File: src/rtl/seg_pkg.sv
// -----------------------------------------------------------------------------
// seg_pkg
// Shared definitions for the seven-segment scan controller:
//   state_e     - scan FSM states (blanking gap / digit lit)
//   SEG_OFF     - active-low segment pattern with every segment dark
//   cnt_width() - bit width needed to count 0..n-1 (never less than 1)
// -----------------------------------------------------------------------------
package seg_pkg;

    typedef enum logic {
        ST_BLANK = 1'b0,
        ST_SHOW  = 1'b1
    } state_e;

    localparam logic [6:0] SEG_OFF = 7'b1111111;

    function automatic int cnt_width(input int n);
        return (n > 1) ? $clog2(n) : 1;
    endfunction

endpackage

File: src/rtl/hex2seg.sv
// -----------------------------------------------------------------------------
// hex2seg
// Hex nibble to seven-segment decoder, active-low outputs.
// Bit order is {a,b,c,d,e,f,g}: bit 6 = segment a, bit 0 = segment g.
// Ports:
//   hex_i [3:0]  nibble to display
//   seg_o [6:0]  segment lines, 0 = lit
// -----------------------------------------------------------------------------
module hex2seg (
    input  logic [3:0] hex_i,
    output logic [6:0] seg_o
);

    always_comb begin
        seg_o = 7'b1111111;
        case (hex_i)
            4'h0: seg_o = 7'b0000001;
            4'h1: seg_o = 7'b1001111;
            4'h2: seg_o = 7'b0010010;
            4'h3: seg_o = 7'b0000110;
            4'h4: seg_o = 7'b1001100;
            4'h5: seg_o = 7'b0100100;
            4'h6: seg_o = 7'b0100000;
            4'h7: seg_o = 7'b0001111;
            4'h8: seg_o = 7'b0000000;
            4'h9: seg_o = 7'b0000100;
            4'hA: seg_o = 7'b0001000;
            4'hB: seg_o = 7'b1100000;
            4'hC: seg_o = 7'b0110001;
            4'hD: seg_o = 7'b1000010;
            4'hE: seg_o = 7'b0110000;
            4'hF: seg_o = 7'b0111000;
            default: seg_o = 7'b1111111;
        endcase
    end

endmodule

File: src/rtl/seg_scan_ctrl.sv
// -----------------------------------------------------------------------------
// seg_scan_ctrl
// Time-multiplexed scan controller for DIGITS common-anode seven-segment
// digits sharing one hex2seg decoder. Each digit slot is BLANK_CYC cycles with
// all anodes off followed by ON_CYC cycles lit. New data is double-buffered and
// only committed on the last SHOW cycle of the last digit, so a frame never
// mixes old and new data.
// Ports:
//   clk, rst       clock, synchronous active-high reset
//   load           one-cycle request to take data_in/dp_in/en_mask
//   data_in        hex nibbles, digit i at [4i+3:4i], digit 0 scanned first
//   dp_in          decimal point request per digit (1 = lit)
//   en_mask        digit enable (0 = anode stays off for its slot)
//   segs, dp       active-low segment lines and decimal point (registered)
//   an             active-low anode enables (registered, one-cold at most)
//   ack            pulse in the cycle the active buffer is committed
// -----------------------------------------------------------------------------
module seg_scan_ctrl
    import seg_pkg::*;
#(
    parameter int DIGITS    = 4,
    parameter int ON_CYC    = 50000,
    parameter int BLANK_CYC = 2500
) (
    input  logic                  clk,
    input  logic                  rst,
    input  logic                  load,
    input  logic [4*DIGITS-1:0]   data_in,
    input  logic [DIGITS-1:0]     dp_in,
    input  logic [DIGITS-1:0]     en_mask,
    output logic [6:0]            segs,
    output logic                  dp,
    output logic [DIGITS-1:0]     an,
    output logic                  ack
);

    localparam int CW = cnt_width((ON_CYC > BLANK_CYC) ? ON_CYC : BLANK_CYC);
    localparam int IW = (DIGITS > 1) ? $clog2(DIGITS) : 1;

    localparam logic [CW-1:0] ON_LAST    = CW'(ON_CYC - 1);
    localparam logic [CW-1:0] BLANK_LAST = CW'(BLANK_CYC - 1);
    localparam logic [2:0]    IDX_LAST   = 3'(DIGITS - 1);

    state_e                   state_q, state_d;
    logic [CW-1:0]            cnt_q, cnt_d;
    logic [2:0]               idx_q, idx_d;
    logic                     commit;

    logic [DIGITS-1:0][3:0]   act_data_q, act_data_d;
    logic [DIGITS-1:0]        act_dp_q, act_dp_d;
    logic [DIGITS-1:0]        act_mask_q, act_mask_d;
    logic [DIGITS-1:0][3:0]   pnd_data_q, pnd_data_d;
    logic [DIGITS-1:0]        pnd_dp_q, pnd_dp_d;
    logic [DIGITS-1:0]        pnd_mask_q, pnd_mask_d;
    logic                     pend_q, pend_d;

    logic [6:0]               segs_q, segs_d;
    logic                     dp_q, dp_d;
    logic [DIGITS-1:0]        an_q, an_d;

    logic [IW-1:0]            lit_idx;
    logic                     lit_d;
    logic [3:0]               dec_in;
    logic [6:0]               dec_seg;

    // ---------------- scan FSM ----------------
    always_comb begin
        state_d = state_q;
        cnt_d   = cnt_q + 1'b1;
        idx_d   = idx_q;
        commit  = 1'b0;
        case (state_q)
            ST_BLANK: begin
                if (cnt_q == BLANK_LAST) begin
                    state_d = ST_SHOW;
                    cnt_d   = '0;
                end
            end
            ST_SHOW: begin
                if (cnt_q == ON_LAST) begin
                    state_d = ST_BLANK;
                    cnt_d   = '0;
                    if (idx_q == IDX_LAST) begin
                        idx_d  = '0;
                        commit = 1'b1;   // frame boundary
                    end else begin
                        idx_d  = idx_q + 3'd1;
                    end
                end
            end
            default: begin
                state_d = ST_BLANK;
                cnt_d   = '0;
            end
        endcase
    end

    // ---------------- frame buffers ----------------
    // A load in the commit cycle goes straight to the active buffer so the
    // newest data wins and no stale pending copy is left behind.
    always_comb begin
        act_data_d = act_data_q;
        act_dp_d   = act_dp_q;
        act_mask_d = act_mask_q;
        pnd_data_d = pnd_data_q;
        pnd_dp_d   = pnd_dp_q;
        pnd_mask_d = pnd_mask_q;
        pend_d     = pend_q;
        if (load) begin
            pnd_data_d = data_in;
            pnd_dp_d   = dp_in;
            pnd_mask_d = en_mask;
            pend_d     = 1'b1;
        end
        if (commit) begin
            if (load) begin
                act_data_d = data_in;
                act_dp_d   = dp_in;
                act_mask_d = en_mask;
                pend_d     = 1'b0;
            end else if (pend_q) begin
                act_data_d = pnd_data_q;
                act_dp_d   = pnd_dp_q;
                act_mask_d = pnd_mask_q;
                pend_d     = 1'b0;
            end
        end
    end

    assign ack = !rst && commit && (load || pend_q);

    // ---------------- output decode ----------------
    // Outputs are computed from next-state so segs/dp/an move on the same
    // edge as the FSM. At commit the next state is BLANK, so reading the
    // active buffer's current value is safe.
    assign lit_idx = idx_d[IW-1:0];
    assign dec_in  = act_data_q[lit_idx];
    assign lit_d   = (state_d == ST_SHOW) && act_mask_q[lit_idx];

    hex2seg u_dec (
        .hex_i (dec_in),
        .seg_o (dec_seg)
    );

    always_comb begin
        segs_d = lit_d ? dec_seg : SEG_OFF;
        dp_d   = !(lit_d && act_dp_q[lit_idx]);
        an_d   = lit_d ? ~(DIGITS'(1) << lit_idx) : '1;
    end

    always_ff @(posedge clk) begin
        if (rst) begin
            state_q    <= ST_BLANK;
            cnt_q      <= '0;
            idx_q      <= '0;
            act_data_q <= '0;
            act_dp_q   <= '0;
            act_mask_q <= '0;
            pnd_data_q <= '0;
            pnd_dp_q   <= '0;
            pnd_mask_q <= '0;
            pend_q     <= 1'b0;
            segs_q     <= SEG_OFF;
            dp_q       <= 1'b1;
            an_q       <= '1;
        end else begin
            state_q    <= state_d;
            cnt_q      <= cnt_d;
            idx_q      <= idx_d;
            act_data_q <= act_data_d;
            act_dp_q   <= act_dp_d;
            act_mask_q <= act_mask_d;
            pnd_data_q <= pnd_data_d;
            pnd_dp_q   <= pnd_dp_d;
            pnd_mask_q <= pnd_mask_d;
            pend_q     <= pend_d;
            segs_q     <= segs_d;
            dp_q       <= dp_d;
            an_q       <= an_d;
        end
    end

    assign segs = segs_q;
    assign dp   = dp_q;
    assign an   = an_q;

endmodule

File: config.mk
export PLATFORM = sky130hd
export DESIGN_NAME = seg_scan_ctrl
export DESIGN_NICKNAME = d
export VERILOG_FILES = /design/src/rtl/seg_pkg.sv /design/src/rtl/hex2seg.sv /design/src/rtl/seg_scan_ctrl.sv
export SDC_FILE = /design/constraint.sdc
export NUM_CORES = 1
export LEC_CHECK = 0
export CORE_ASPECT_RATIO = 1.2
export CORE_MARGIN = 10
export CORE_UTILIZATION = 50
export CTS_CLUSTER_SIZE = 12
export DETAILED_ROUTE_END_ITERATION = 8
export PLACE_DENSITY = 0.86
export SYNTH_ARGS = -nofsm -noshare
export SYNTH_HDL_FRONTEND = slang
export SYNTH_SLANG_ARGS = --single-unit
File: constraint.sdc
create_clock -name clk -period 3.2 [get_ports clk]
set_clock_uncertainty 0.15 [all_clocks]
set_input_delay 0.96 -clock clk [delete_from_list [all_inputs] [get_ports clk]]
set_output_delay 0.96 -clock clk [all_outputs]
set_load 0.01 [all_outputs]
==> results.cfg <==
[power]
intPower_mw = 1.47
combPwrFrac = 0.052
ir_worst_vdd_mv = 0.321
pwr-share-clk = 0.411
p_seq_frac = 0.537
p_sw_frac = 0.237
p_per_area_mw_per_mm2 = 438
p_leak_nw = 1.77
power_switching_uw = 458

[global_route]
grt_pass1_wl_um = 13100
grt_pass1_vias = 2873
grt_start_max_net_pins = 54
track_usage = 0.151
overflow = 0
antenna_found_initial = 0

[place]
place_ws_ns = -0.136
placed_area_mm2 = 0.00401
port_buffers = 39
dp_hpwl_um = 5620
gp_congestion = 0.877

[yosys]
synth_cells = 381
synth-seq-cells = 81
ys_types = 43
synth_top_area_frac = 0.475
synth_area_leaders = dfxtp_1 48%, mux2i_1 11%, nor2_1 10%, a21oi_1 4.7%, ha_1 2.9%
synth_nets = 416
yosysWarnings = 0
synth_edf_count = 0
async_flop_share = 0
seq_area_frac_synth = 0.475
syn_area_mm2 = 0.00341
syn_area_per_cell_um2 = 8.95
synthFlopType = dfxtp_1
synth_largest_area_cell = dfxtp_1
synthTopCellsByCount = 93 x nor2_1, 81 x dfxtp_1, 39 x mux2i_1, 32 x a21oi_1, 21 x nand2_1
synth_most_common_cell = nor2_1

[final_layout]
antenna_cells = 0
finalNetCount = 478
synthToLayoutAreaGrowth_pct = 29.4
drive_above_1_share = 0.181
design_area_mm2 = 0.00441
fillers = 461

[sta]
min_period_over_period = 1.01
worst_slack_ns = -0.0269
period_minus_slack_ns = 3.23
hold_viol = 0
setup_viol = 2
relSlewSlack = 0.588
rsz0062_at_grt = yes
timing.fmax_mhz = 310
worstMarginPinSlew_ns = 0.614
final_max_slew_viol_count = 0

[floorplanning]
placementRows = 32
pin_count = 40
core_area_mm2 = 0.00653
dieArea_mm2 = 0.0105
fp.dieW_um = 95.4
start_util = 0.523
die_h_um = 110

[detailed_routing]
wire_per_inst_um = 15.8
vias = 2924
drt-pass1-iter-count = 4
vias_per_cell = 5.49
ant_nets = 0
drt-total-wl_um = 8400
drt_iter0_markers = 213
drc = 0

[run_status]
status = complete, but fails checks
failed_checks = negative setup slack

[setup_path]
path_max_fanout = 6
critical_path_class = flop to flop
required_ns = 3.29
cp-end-kind = flop
crit_arrival_ns = 3.32
start_kind = flop

[clock_network]
clk_latency_ns = 0.36
cts_tree = built
path_clk_slew_ns = 0.09
clock_sinks = 81
numCtsBuffers = 9
root_buffer = clkbuf_8
cts-htree-levels = 3
cts_max_path_buffers = 2
cts_hold_buffers = 0

[worst_hold_path]
hold_class = flop to flop

[flow_run]
maxCapViolCount = 0
metal layers:
layer / GRT usage / wire, um / vias to the layer above
met4: 0.0785 / 232 / 0
met2: 0.244 / 4230 / 87
met5: 0 / 0 / -
li1: - / - / 1422
met1: 0.179 / 3400 / 1390
met3: 0.0365 / 540 / 25
power groups by stage:
stage	sequential [mW]	clock (mW)	combinational, mW
floorplan	1.06	0	0.0558
global placement	1.06	0	0.0982
detailed placement	1.06	0	0.101
CTS	1.04	0.788	0.102
global route	1.04	0.841	0.111
finish	1.04	0.793	0.101
repair_timing:
item / 4_1_cts / 5_1_grt
setup endpoints to repair: 8 / 9
resized for setup: 13 / 23
setup buffers: 3 / 4
pin swaps: 3 / 7
gates cloned: 0 / 0
state kept, by name, indices dropped and copies added, names as in the netlist, 4 cells and up:
register / count
act_data_q: 16
act_mask_q: 4
an: 4
pnd_data_q: 16
pnd_dp_q: 4
cnt_q: 16
segs: 7
pnd_mask_q: 4
act_dp_q: 4
area by class of cell:
cell class                 count  area, um^2  share of cell area
multi-input combinational    274        1810               0.411
sequential                    81        1630               0.368
timing repair buffer          71         636               0.144
clock buffer                  10         138              0.0312
tap                           85         106              0.0241
clock inverter                 6        72.6              0.0164
inverter                       6        22.5             0.00510
critical path, cell delays in order, from the launching register on:
cell and delay (ns):
dfxtp_2 0.33, or4bb_1 0.51, or4_4 0.60, buf_6 0.15, mux2i_4 0.21, nor2b_1 0.19
a211oi_2 0.07, a21oi_2 0.26, buf_4 0.18, inv_2 0.04, ha_4 0.15, mux2i_1 0.15
o221ai_1 0.12
final timing paths:
check,depth (start not counted),slack (ns),startpoint,to
min,1,0.30,cnt_q[0],cnt_q[0]
max,12,-0.03,cnt_q[11],segs[0]
min reg2reg,1,0.30,cnt_q[0],cnt_q[0]
max reg2reg,12,-0.03,cnt_q[11],segs[0]
cells in the final DEF, fill, tap and decap left out, drive strengths merged, types with 8 or more instances in the layout:
master / instances
nor2: 93
dfxtp: 81
mux2i: 40
clkdlybuf4s50: 37
a21oi: 34
buf: 34
nand2: 21
clkbuf: 10
inv: 9
nand3: 8
ha: 8
o21ai: 8
cell families (layout without fill, tap and decap cells):
family / Yosys count / count (layout) / synth area share
DFF: 81 / 81 / 0.475
adders and majority gates: 8 / 8 / 0.0293
xor gates and xnor gates: 10 / 10 / 0.0257
and+or+nand+nor: 159 / 159 / 0.215
AOI/OAI and AO/OA: 56 / 56 / 0.0990
buffers and inverters: 26 / 93 / 0.0312
muxes: 41 / 41 / 0.124
stage by stage:
step	power (mW)	hold slack, ns	std cells	TNS, ns	util
after floorplan	1.11	0.263	381	-0.0541	-
after global placement	1.16	0.275	510	-0.223	0.614
after detailed placement	1.16	0.282	510	-0.563	0.614
after CTS	1.93	0.295	529	-0.00951	0.656
after global routing	1.99	0.329	533	-0.824	0.676
final	1.93	0.297	533	-0.0286	0.676
Note: power is estimated with default switching activity, not from simulation.
